<file path="config.mk">
export PLATFORM = sky130hd
export DESIGN_NAME = ecc_104_err_log
export DESIGN_NICKNAME = d
export VERILOG_FILES = /design/src/rtl/ecc_104_err_log.sv
export SDC_FILE = /design/constraint.sdc
export NUM_CORES = 1
export LEC_CHECK = 0
export ABC_AREA = 1
export CELL_PAD_IN_SITES_DETAIL_PLACEMENT = 0
export CELL_PAD_IN_SITES_GLOBAL_PLACEMENT = 1
export CORE_AREA = 2 2 131 184
export CTS_CLUSTER_DIAMETER = 40
export DETAILED_ROUTE_END_ITERATION = 10
export DIE_AREA = 0 0 133 186
export MAX_ROUTING_LAYER = met4
export PLACE_DENSITY = 0.86
export SETUP_SLACK_MARGIN = 0.2
export SLEW_MARGIN = 20
export SYNTH_ARGS = -nofsm -noshare
export SYNTH_HDL_FRONTEND = slang
export SYNTH_SLANG_ARGS = --single-unit
</file>
<file path="constraint.sdc">
create_clock -name clk -period 8.6 [get_ports clk]
set_input_delay 2.58 -clock clk [delete_from_list [all_inputs] [get_ports clk]]
set_output_delay 2.58 -clock clk [all_outputs]
set_load 0.01 [all_outputs]
</file>
<file path="src/rtl/ecc_104_err_log.sv">
// ecc_104_err_log: registered error-logging stage behind the 104-bit ECC decoder.
// It pipelines the corrected data by one cycle and flags poisoned words.
// It keeps saturating event counts and sticky bits, captures the first error,
// and drives a level interrupt.
module ecc_104_err_log #(
  parameter int unsigned             DATA_WIDTH  = 104,
  parameter int unsigned             ADDR_WIDTH  = 8,
  parameter int unsigned             CNT_WIDTH   = 16,
  parameter logic [CNT_WIDTH-1:0]    SBIT_THRESH = CNT_WIDTH'(8)
) (
  input  logic                  clk,
  input  logic                  rst,
  input  logic                  rd_vld,
  input  logic [ADDR_WIDTH-1:0] rd_addr,
  input  logic [DATA_WIDTH-1:0] data_in,
  input  logic                  sbit_err,
  input  logic                  dbit_err,
  input  logic                  ecc_fault,
  input  logic                  err_clr,
  input  logic                  int_en,
  output logic [DATA_WIDTH-1:0] data_out,
  output logic                  data_vld,
  output logic                  data_poison,
  output logic [CNT_WIDTH-1:0]  sbit_cnt,
  output logic [CNT_WIDTH-1:0]  dbit_cnt,
  output logic [CNT_WIDTH-1:0]  fault_cnt,
  output logic [ADDR_WIDTH-1:0] first_err_addr,
  output logic [1:0]            first_err_type,
  output logic [2:0]            err_sticky,
  output logic                  err_int
);

  localparam logic [1:0] TYPE_NONE  = 2'b00;
  localparam logic [1:0] TYPE_SBIT  = 2'b01;
  localparam logic [1:0] TYPE_DBIT  = 2'b10;
  localparam logic [1:0] TYPE_FAULT = 2'b11;

  typedef enum logic {
    IDLE = 1'b0,
    HELD = 1'b1
  } cap_state_e;

  // Saturating increment: never wraps past all-ones.
  function automatic logic [CNT_WIDTH-1:0] sat_inc(input logic [CNT_WIDTH-1:0] c,
                                                   input logic              hit);
    return (hit && (c != {CNT_WIDTH{1'b1}})) ? c + CNT_WIDTH'(1) : c;
  endfunction

  logic [DATA_WIDTH-1:0] data_q;
  logic                  vld_q;
  logic                  poison_q;
  logic [CNT_WIDTH-1:0]  sbit_cnt_q,  sbit_cnt_d;
  logic [CNT_WIDTH-1:0]  dbit_cnt_q,  dbit_cnt_d;
  logic [CNT_WIDTH-1:0]  fault_cnt_q, fault_cnt_d;
  logic [2:0]            sticky_q,    sticky_d;
  logic                  int_q,       int_d;
  logic [ADDR_WIDTH-1:0] cap_addr_q;
  logic [1:0]            cap_type_q;
  cap_state_e            state_q;

  logic                  s_hit_c, d_hit_c, f_hit_c, any_hit_c;
  logic [1:0]            hit_type_c;

  // Flags only count when the decoder output is valid.
  assign s_hit_c   = rd_vld & sbit_err;
  assign d_hit_c   = rd_vld & dbit_err;
  assign f_hit_c   = rd_vld & ecc_fault;
  assign any_hit_c = s_hit_c | d_hit_c | f_hit_c;

  // Capture type priority: fault over dbit over sbit.
  always_comb begin
    hit_type_c = TYPE_NONE;
    if (f_hit_c)      hit_type_c = TYPE_FAULT;
    else if (d_hit_c) hit_type_c = TYPE_DBIT;
    else if (s_hit_c) hit_type_c = TYPE_SBIT;
  end

  // Next counters/sticky: a clear zeroes the base, then this cycle's event is added.
  always_comb begin
    sbit_cnt_d  = err_clr ? '0 : sbit_cnt_q;
    dbit_cnt_d  = err_clr ? '0 : dbit_cnt_q;
    fault_cnt_d = err_clr ? '0 : fault_cnt_q;
    sticky_d    = err_clr ? 3'b000 : sticky_q;

    sbit_cnt_d  = sat_inc(sbit_cnt_d,  s_hit_c);
    dbit_cnt_d  = sat_inc(dbit_cnt_d,  d_hit_c);
    fault_cnt_d = sat_inc(fault_cnt_d, f_hit_c);
    sticky_d    = sticky_d | {f_hit_c, d_hit_c, s_hit_c};

    int_d = int_en & (sticky_d[2] | sticky_d[1] | (sbit_cnt_d >= SBIT_THRESH));
  end

  // Data pipeline: data holds when idle, valid/poison follow every cycle.
  always_ff @(posedge clk or posedge rst) begin
    if (rst) begin
      data_q   <= '0;
      vld_q    <= 1'b0;
      poison_q <= 1'b0;
    end else begin
      if (rd_vld) data_q <= data_in;
      vld_q    <= rd_vld;
      poison_q <= d_hit_c | f_hit_c;
    end
  end

  // Event counters, sticky bits and interrupt.
  always_ff @(posedge clk or posedge rst) begin
    if (rst) begin
      sbit_cnt_q  <= '0;
      dbit_cnt_q  <= '0;
      fault_cnt_q <= '0;
      sticky_q    <= 3'b000;
      int_q       <= 1'b0;
    end else begin
      sbit_cnt_q  <= sbit_cnt_d;
      dbit_cnt_q  <= dbit_cnt_d;
      fault_cnt_q <= fault_cnt_d;
      sticky_q    <= sticky_d;
      int_q       <= int_d;
    end
  end

  // First-error capture FSM; a clear in the same cycle as an error re-arms and captures it.
  always_ff @(posedge clk or posedge rst) begin
    if (rst) begin
      state_q    <= IDLE;
      cap_addr_q <= '0;
      cap_type_q <= TYPE_NONE;
    end else begin
      if (err_clr) begin
        state_q    <= IDLE;
        cap_addr_q <= '0;
        cap_type_q <= TYPE_NONE;
      end
      if (any_hit_c && (err_clr || (state_q == IDLE))) begin
        state_q    <= HELD;
        cap_addr_q <= rd_addr;
        cap_type_q <= hit_type_c;
      end
    end
  end

  assign data_out       = data_q;
  assign data_vld       = vld_q;
  assign data_poison    = poison_q;
  assign sbit_cnt       = sbit_cnt_q;
  assign dbit_cnt       = dbit_cnt_q;
  assign fault_cnt      = fault_cnt_q;
  assign first_err_addr = cap_addr_q;
  assign first_err_type = cap_type_q;
  assign err_sticky     = sticky_q;
  assign err_int        = int_q;

endmodule

</file>
Word level (Yosys, flattened, before mapping):

Cells that the tools add are included.

* output and inout bits: 168
* bits in registers: 169
* input bits: 120
* word-level logic and storage cells: 51

* equality and inequality tests: 3
* magnitude comparators: 1
* mux-type cells: 16
* bitwise gates (word level): 11
* reduce and logical (&&, ||, !) cells: 6
* add/subtract/negate cells: 3

Operator list (count)
* 16-bit two-way mux: 6
* 16-bit by 1-bit adder with 16-bit output (second input constant): 3
* 16-bit inequality test (second input constant): 3
* 16-bit by 4-bit >= comparator with 1-bit output (second input constant): 1
* 8-bit two-way mux: 2
* 2-bit two-way mux: 4
* 1-bit bitwise OR: 5
* 1-bit AND: 4
* 1-bit logical AND: 4
* 1-bit two-way mux: 3
* 3-bit two-way mux: 1
* 3-bit bitwise OR: 1
* 2-bit nonzero test: 1
* 1-bit logical OR: 1
* 1-bit inverter: 1

Logic depth before layout (Yosys ltp):

Gate-level depths: netlist of the first run.

* word-level depth: 7
* mapped depth: 17
* gate-level depth less buffers: 14

Worst setup path before layout of the first run:

Ideal clock, no wire load.

* path type: input to register
* start: input err_clr
* end: register int_q (netlist: err_int)
* arrival: 4450 ps
* setup time: 122 ps
* stages on the path: 17
* data required time: 8478 ps
* path slack: 4028 ps
* path buffers: 4
* cell sequence: buf_6 -> buf_6 -> clkbuf_1 -> nor2_1 -> ha_1 -> nand4_2 -> inv_1 -> nand2_1 -> nor2_1 -> nor2_2 -> buf_6 -> nand2_1 -> nand2_2 -> nor2_1 -> nand2_1 -> nor2_1 -> a21oi_1

* longest elaborated chain between the ends: 7
* elaborated cells on any way between the ends: 11

RTL lines
* start: declaration: RTL line 19 `input logic err_clr,`
* 16-bit two-way mux *: RTL line 80 `sbit_cnt_d = err_clr ? '0 : sbit_cnt_q;`
* parallel branches: the longest is 2 deep, another holds 16-bit by 1-bit adder with 16-bit output
* 16-bit two-way mux *: RTL line 46 `return (hit && (c != {CNT_WIDTH{1'b1}})) ? c + CNT_WIDTH'(1) : c;`
* named net sbit_cnt_d[13]: RTL line 52 `logic [CNT_WIDTH-1:0] sbit_cnt_q, sbit_cnt_d;`
* 16-bit by 4-bit >= comparator with 1-bit output *: RTL line 90 `int_d = int_en & (sticky_d[2] | sticky_d[1] | (sbit_cnt_d >= SBIT_THRESH));`
* 1-bit bitwise OR *: RTL line 90
* 1-bit AND *: RTL line 90
* named net int_d: RTL line 56 `logic int_q, int_d;`
* end signal: assignment: RTL line 119 `int_q <= int_d;`
* end: declaration: RTL line 56

Mark *: on every way through the listed nets, which the timed path passes.
A chain may end at the register's enable or synchronous reset.

Worst setup path in the final report of the first run:

Ends and elaborated chain as after synthesis.

==> impl_metrics.tcl, run 1 <==
set metrics [dict create \
    routed_via_density 4.550 \
    synth_flop_cell "dfrtp_1" \
    cts_buffers 17 \
    p_leak_uw 0.004977 \
    dp_hpwl_um 15200 \
    gp_congestion 0.8256 \
    postSynthNetCount 832 \
    cp_data_arrival_time_ns 5.18 \
    combPwrFrac_pct 17.2 \
    endpoint_kind "flip-flop" \
    internal_power_uw 1442 \
    die_w_um 133 \
    drive_above_1_share_pct 18.49 \
    p_per_area_nw_per_um2 172.8 \
    min_period_ns 4.863 \
    place_area_um2 10810 \
    drt_iter0_drc 239 \
    r2r_cells 13 \
    hold_violations 0 \
    yosysWarnings 0 \
    synth-seq-cells 169 \
    cts_max_level 4 \
    antenna_found_initial 0 \
    async_flop_share_pct 100.0 \
    skew_ns 0.01017 \
    power_frac_clock_pct 37.4 \
    cts_setup_buffers 0 \
    drc_errors 0 \
    grt_start_max_net_pins 170 \
    cpMaxStageDelayCell "clkdlybuf4s50_1" \
    cts_tree "built" \
    drt-pass1-iter-count 4 \
    status "completed" \
    clk_latency_ns 0.43 \
    crit_chain "clkdlybuf4s50_1 -> buf_4 -> nor2_1 -> ha_1 -> nand4_2 -> inv_1 -> nand2_1 -> nor2_1 -> nor2_2 -> o21ai_0 -> nor2_1 -> nand2_1 -> nor2_1 -> a21oi_1" \
    initial_core_util_pct 33.43 \
    postLayoutCellArea_um2 11360 \
    postCtsHoldBufs 0 \
    dieArea_um2 24740 \
    irDropWorstVdd_uv 136.9 \
    pin_count 288 \
    setup_viol 0 \
    rsz0062_at_grt "false" \
    p_seq_share_pct 45.4 \
    drt-total-wl_um 20960 \
    max_clock_freq_ghz 0.2057 \
    core_area_um2 23040 \
    critPathMaxFanout 26 \
    power.share.switching_pct 26.54 \
    ctsRootBufferMaster "clkbuf_16" \
    setup_ws_ns 3.737 \
    max_stage_delay_ns 0.45 \
    syn_inst 709 \
    min_path_type "flip-flop to flip-flop" \
    yosys-top-cells-count "dfrtp_1, nand2_1, mux2_2, inv_1, nor2_1" \
    postSynthAreaPerCell_um2 10.86 \
    hold_depth 2 \
    ctsResizeCount 0 \
    io_buffers 287 \
    worst_pin_slew_ns 1.033 \
    wl_per_cell_um 15.97 \
    overflow 0 \
    place_ws_ns 3.312 \
    num_vias 5970 \
    synth-edff-count 0 \
    crit_type "input port to flip-flop" \
    grtUsageTotal_pct 17.61 \
    timing.critical_path.mode_cell "nor2_1" \
    yosysMostFrequentCell "dfrtp_1" \
    grt_pass1_vias 6425 \
    worstSetupStartpointType "input port" \
    diodes 0 \
    synth_top_area_cell "dfrtp_1" \
    rows 66 \
    ant_nets 0 \
    yosys.area.top_type_share_pct 54.91 \
    drv_slew 0 \
    die_h_um 186 \
    fin_crit_sh_pct 56.54 \
    setup_tns_ns 0 \
    switchingPower_uw 521.1 \
    ys_seq_area_share_pct 54.91 \
    relSlewSlack_pct 31.13 \
    nets 1116 \
    clock-sinks 169 \
    yosys-top-cells-area "dfrtp_1, mux2_2, nand2_1, inv_1, nor2_1" \
    synth.cell_area_um2 7702 \
    synth.distinct_cells 32 \
    required_ns 8.92 \
    maxCapViolCount 0 \
    clk_pin_slew_ns 0.07 \
    grt_pass1_wl_um 32730 \
    syn2layout_area_growth_pct 47.53 \
    clk_path_buf_depth 2 \
]
==> layer usage <==
metal | global-route usage [%] | part of all wire, %
met4 | 7.570 | 2.7
met3 | 6.127 | 7.4
met2 | 28.58 | 50
met5 | - | 0
met1 | 19.80 | 40
==> worst max-delay path: cells and delay by family <==
family	cells	cell delay (ns)
AOI/OAI and AO/OA	2	0.28
and+or+nand+nor	8	1.18
buffers and inverters	3	0.87
adders and majority gates	1	0.27
==> state kept, by name, summed over array words and instances, names as in the netlist <==
signal and flops:
data_out 104, data_poison 1, data_vld 1, dbit_cnt 16, err_int 1, err_sticky 3, fault_cnt 16, first_err_addr 8
first_err_type 2, sbit_cnt 16, state_q 1
==> power by group through the flow <==
stage	registers, uW	logic, uW	clock network [uW]
after global routing	899	363	788
after global placement	903	339	0
after detailed placement	906	341	0
final	892	337	735
after CTS	892	343	762
after floorplan	931	107	0
==> cell families after synthesis <==
family	count (synthesis)	share of synthesized area (%)
flip-flops	169	54.91
AND/OR/NAND/NOR	275	17.66
XOR/XNOR	35	3.980
AO/OA/AOI/OAI	17	1.251
buffers and inverters	106	6.514
adder cells (fa/ha/maj)	3	0.4874
multiplexers	104	15.20
==> path summary, 6_finish.rpt <==
kind | slack [ns] | start | to
worst max-delay path | 3.74 | err_clr | err_int
worst min-delay path | 0.48 | err_sticky[0] | err_sticky[0]
worst max register to register | 6.26 | sbit_cnt[1] | err_int
worst min register to register | 0.48 | err_sticky[0] | err_sticky[0]
max in group asynchronous | 5.04 | rst | sbit_cnt[9]
min in group asynchronous | 2.72 | rst | data_out[85]
==> cells in the final DEF (no fill, tap or decap), types with 7 or more instances in the layout <==
cell type / Yosys / routed
nor2_1: 69 / 69
clkdlybuf4s50_1: 0 / 286
o21ai_0: 13 / 12
dfrtp_1: 169 / 169
inv_1: 78 / 77
nand3_2: 7 / 7
mux2_2: 104 / 104
xnor2_1: 11 / 11
clkbuf_16: 0 / 17
nand2_2: 9 / 9
nand2_1: 118 / 118
nand4_1: 9 / 9
xor2_1: 24 / 24
nand3_1: 36 / 36
==> metrics by stage <==
stage / instances / power [uW] / util, % / hold slack [ns]
floorplan: 709 / 1038 / - / 0.4399
global placement: 1280 / 1242 / 46.90 / 0.4567
detailed placement: 1280 / 1247 / 46.92 / 0.4704
CTS: 1312 / 1997 / 49.32 / 0.4884
global route: 1312 / 2050 / 49.32 / 0.5207
finish: 1312 / 1963 / 49.32 / 0.4805
==> area by class of cell <==
| type | count | area [um^2] |
|---|---|---|
| Fill cell | 2063 | 11680 |
| Multi-Input combinational cell | 434 | 2975 |
| Sequential cell | 169 | 4229 |
| Inverter | 81 | 316.6 |
| Timing Repair Buffer | 290 | 2905 |
| Clock inverter | 14 | 115.1 |
| Tap cell | 306 | 382.9 |
| Clock buffer | 18 | 439.2 |
Power figures use the tool's default switching activity.
==> run 2: changes to the inputs <==
clock period = 5 ns   (was 8.6 ns; I/O delays follow)
==> run 2 against run 1 <==
  * Combinational power increased by 73%
  * Sequential power grew 73%
  * Highest routed layer unchanged
  * Largest power group unchanged
  * Via count fell by 0.37%
  * Clock skew fell by 0.0031 ns
  * Critical endpoint unchanged
  * Wire length grew 1.5%
  * Setup slack worse by 2.4 ns
==> impl_metrics.tcl, run 2 (synthesized netlist as in run 1, its figures left out) <==
set metrics [dict create \
    relSlewSlack_pct 37.94 \
    dieArea_um2 24740 \
    required_ns 5.31 \
    skew_ns 0.007108 \
    final_cell_mix "clkdlybuf4s50_1, dfrtp_1, nand2_1" \
    critPathMaxFanout 14 \
    wl_per_cell_um 16.18 \
    drv_slew 0 \
    syn2layout_area_growth_pct 48.59 \
    postLayoutCellArea_um2 11440 \
    antenna_found_initial 0 \
    grt_start_max_net_pins 96 \
    fin_crit_sh_pct 73.06 \
    grt_pass1_vias 6256 \
    overflow 0 \
    irDropWorstVdd_uv 241.7 \
    status "completed" \
    largest_reg_flops 104 \
    post-place-cells 1283 \
    clk_latency_ns 0.42 \
    hold_violations 0 \
    num-fill-cells 2102 \
    final_util_pct 49.67 \
    clock-sinks 169 \
    cts_tree "built" \
    final_cells 1314 \
    cts_max_level 4 \
    ctsRootBufferMaster "clkbuf_16" \
    crit_type "input port to flip-flop" \
    setup_viol 0 \
    p_leak_uw 0.005019 \
    drc_errors 0 \
    max_clock_freq_ghz 0.2738 \
    drt_iter0_drc 220 \
    worstSetupStartpointType "input port" \
    routed_via_density 4.527 \
    die_w_um 133 \
    clk_pin_slew_ns 0.07 \
    setup_tns_ns 0 \
    initial_core_util_pct 33.43 \
    drt-pass1-iter-count 4 \
    ctsResizeCount 0 \
    ant_nets 0 \
    rsz0062_at_grt "false" \
    diodes 0 \
    final_common_cell "clkdlybuf4s50_1" \
    worst_pin_slew_ns 0.9309 \
    cts_buffers 17 \
    gp_congestion 0.8453 \
    postCtsHoldBufs 0 \
    cp_data_arrival_time_ns 3.97 \
    nets 1119 \
    min_path_type "flip-flop to flip-flop" \
    rows 66 \
    grtUsageTotal_pct 17.91 \
    core_area_um2 23040 \
    cts_setup_buffers 0 \
    r2r_cells 13 \
    drive_above_1_share_pct 18.35 \
    pin_count 288 \
    dp_hpwl_um 15690 \
    maxCapViolCount 0 \
    grt_pass1_wl_um 33160 \
    io_buffers 287 \
    endpoint_kind "flip-flop" \
    hold_depth 2 \
    die_h_um 186 \
    drt-total-wl_um 21270 \
    p_per_area_nw_per_um2 308.1 \
    num_vias 5948 \
    clk_path_buf_depth 2 \
    place_area_um2 10830 \
    min_period_ns 3.653 \
]
[run 2: cell count changes in the layout (fill, tap and decap cells not counted), sizes merged]
cell / change
inv: -6
bufinv: +4
buf: +3
clkbuf: +2
clkinvlp: -1
[run 2: path summary, 6_finish.rpt]
check / start / endpoint / slack [ns]
max reg2reg: sbit_cnt[1] / err_int / 2.69
min in group asynchronous: rst / data_out[25] / 1.32
min reg2reg: err_sticky[0] / err_sticky[0] / 0.48
max: err_clr / err_int / 1.35
max in group asynchronous: rst / first_err_addr[6] / 2.55
min: err_sticky[0] / err_sticky[0] / 0.48
[run 2: worst max-delay path, cell delays in order]
cell	delay [ns]
clkdlybuf4s50_1	0.67
nor2_1	0.12
ha_1	0.27
nand4_2	0.15
inv_1	0.09
nand2_1	0.09
nor2_1	0.05
nor2_2	0.44
o21ai_0	0.23
nor2_1	0.13
nand2_1	0.06
nor2_1	0.08
a21oi_1	0.07
[run 2: metal layers]
layer	wire (um)	GRT usage, %	share of wire [%]	up-vias
li1	-	-	-	2839
met1	8261	20.02	39	2875
met2	11030	30.42	52	212
met3	1591	5.882	7.5	22
met4	377	5.720	1.8	0
met5	0	-	0	-
[run 2: cell type report]
class / count / area [um^2] / area share, %
Tap cell: 306 / 382.9 / 3.345
Sequential cell: 169 / 4229 / 36.95
Multi-Input combinational cell: 434 / 2972 / 25.96
Inverter: 81 / 315.3 / 2.755
Clock buffer: 20 / 446.7 / 3.903
Timing Repair Buffer: 293 / 2928 / 25.58
Clock inverter: 11 / 171.4 / 1.498
[run 2: metrics by stage]
stage	power, uW	hold WS [ns]	setup slack (ns)
after floorplan	1786	0.4399	1.345
after global placement	2140	0.4565	1.051
after detailed placement	2150	0.4664	0.9618
after CTS	3569	0.4930	1.405
after global routing	3671	0.5087	1.252
final	3526	0.4789	1.347
[run 2: power by group]
group          leakage, uW  switching (uW)  internal, uW
logic              0.00263             235           349
clock network     0.000296             558           849
registers          0.00209            62.1          1470
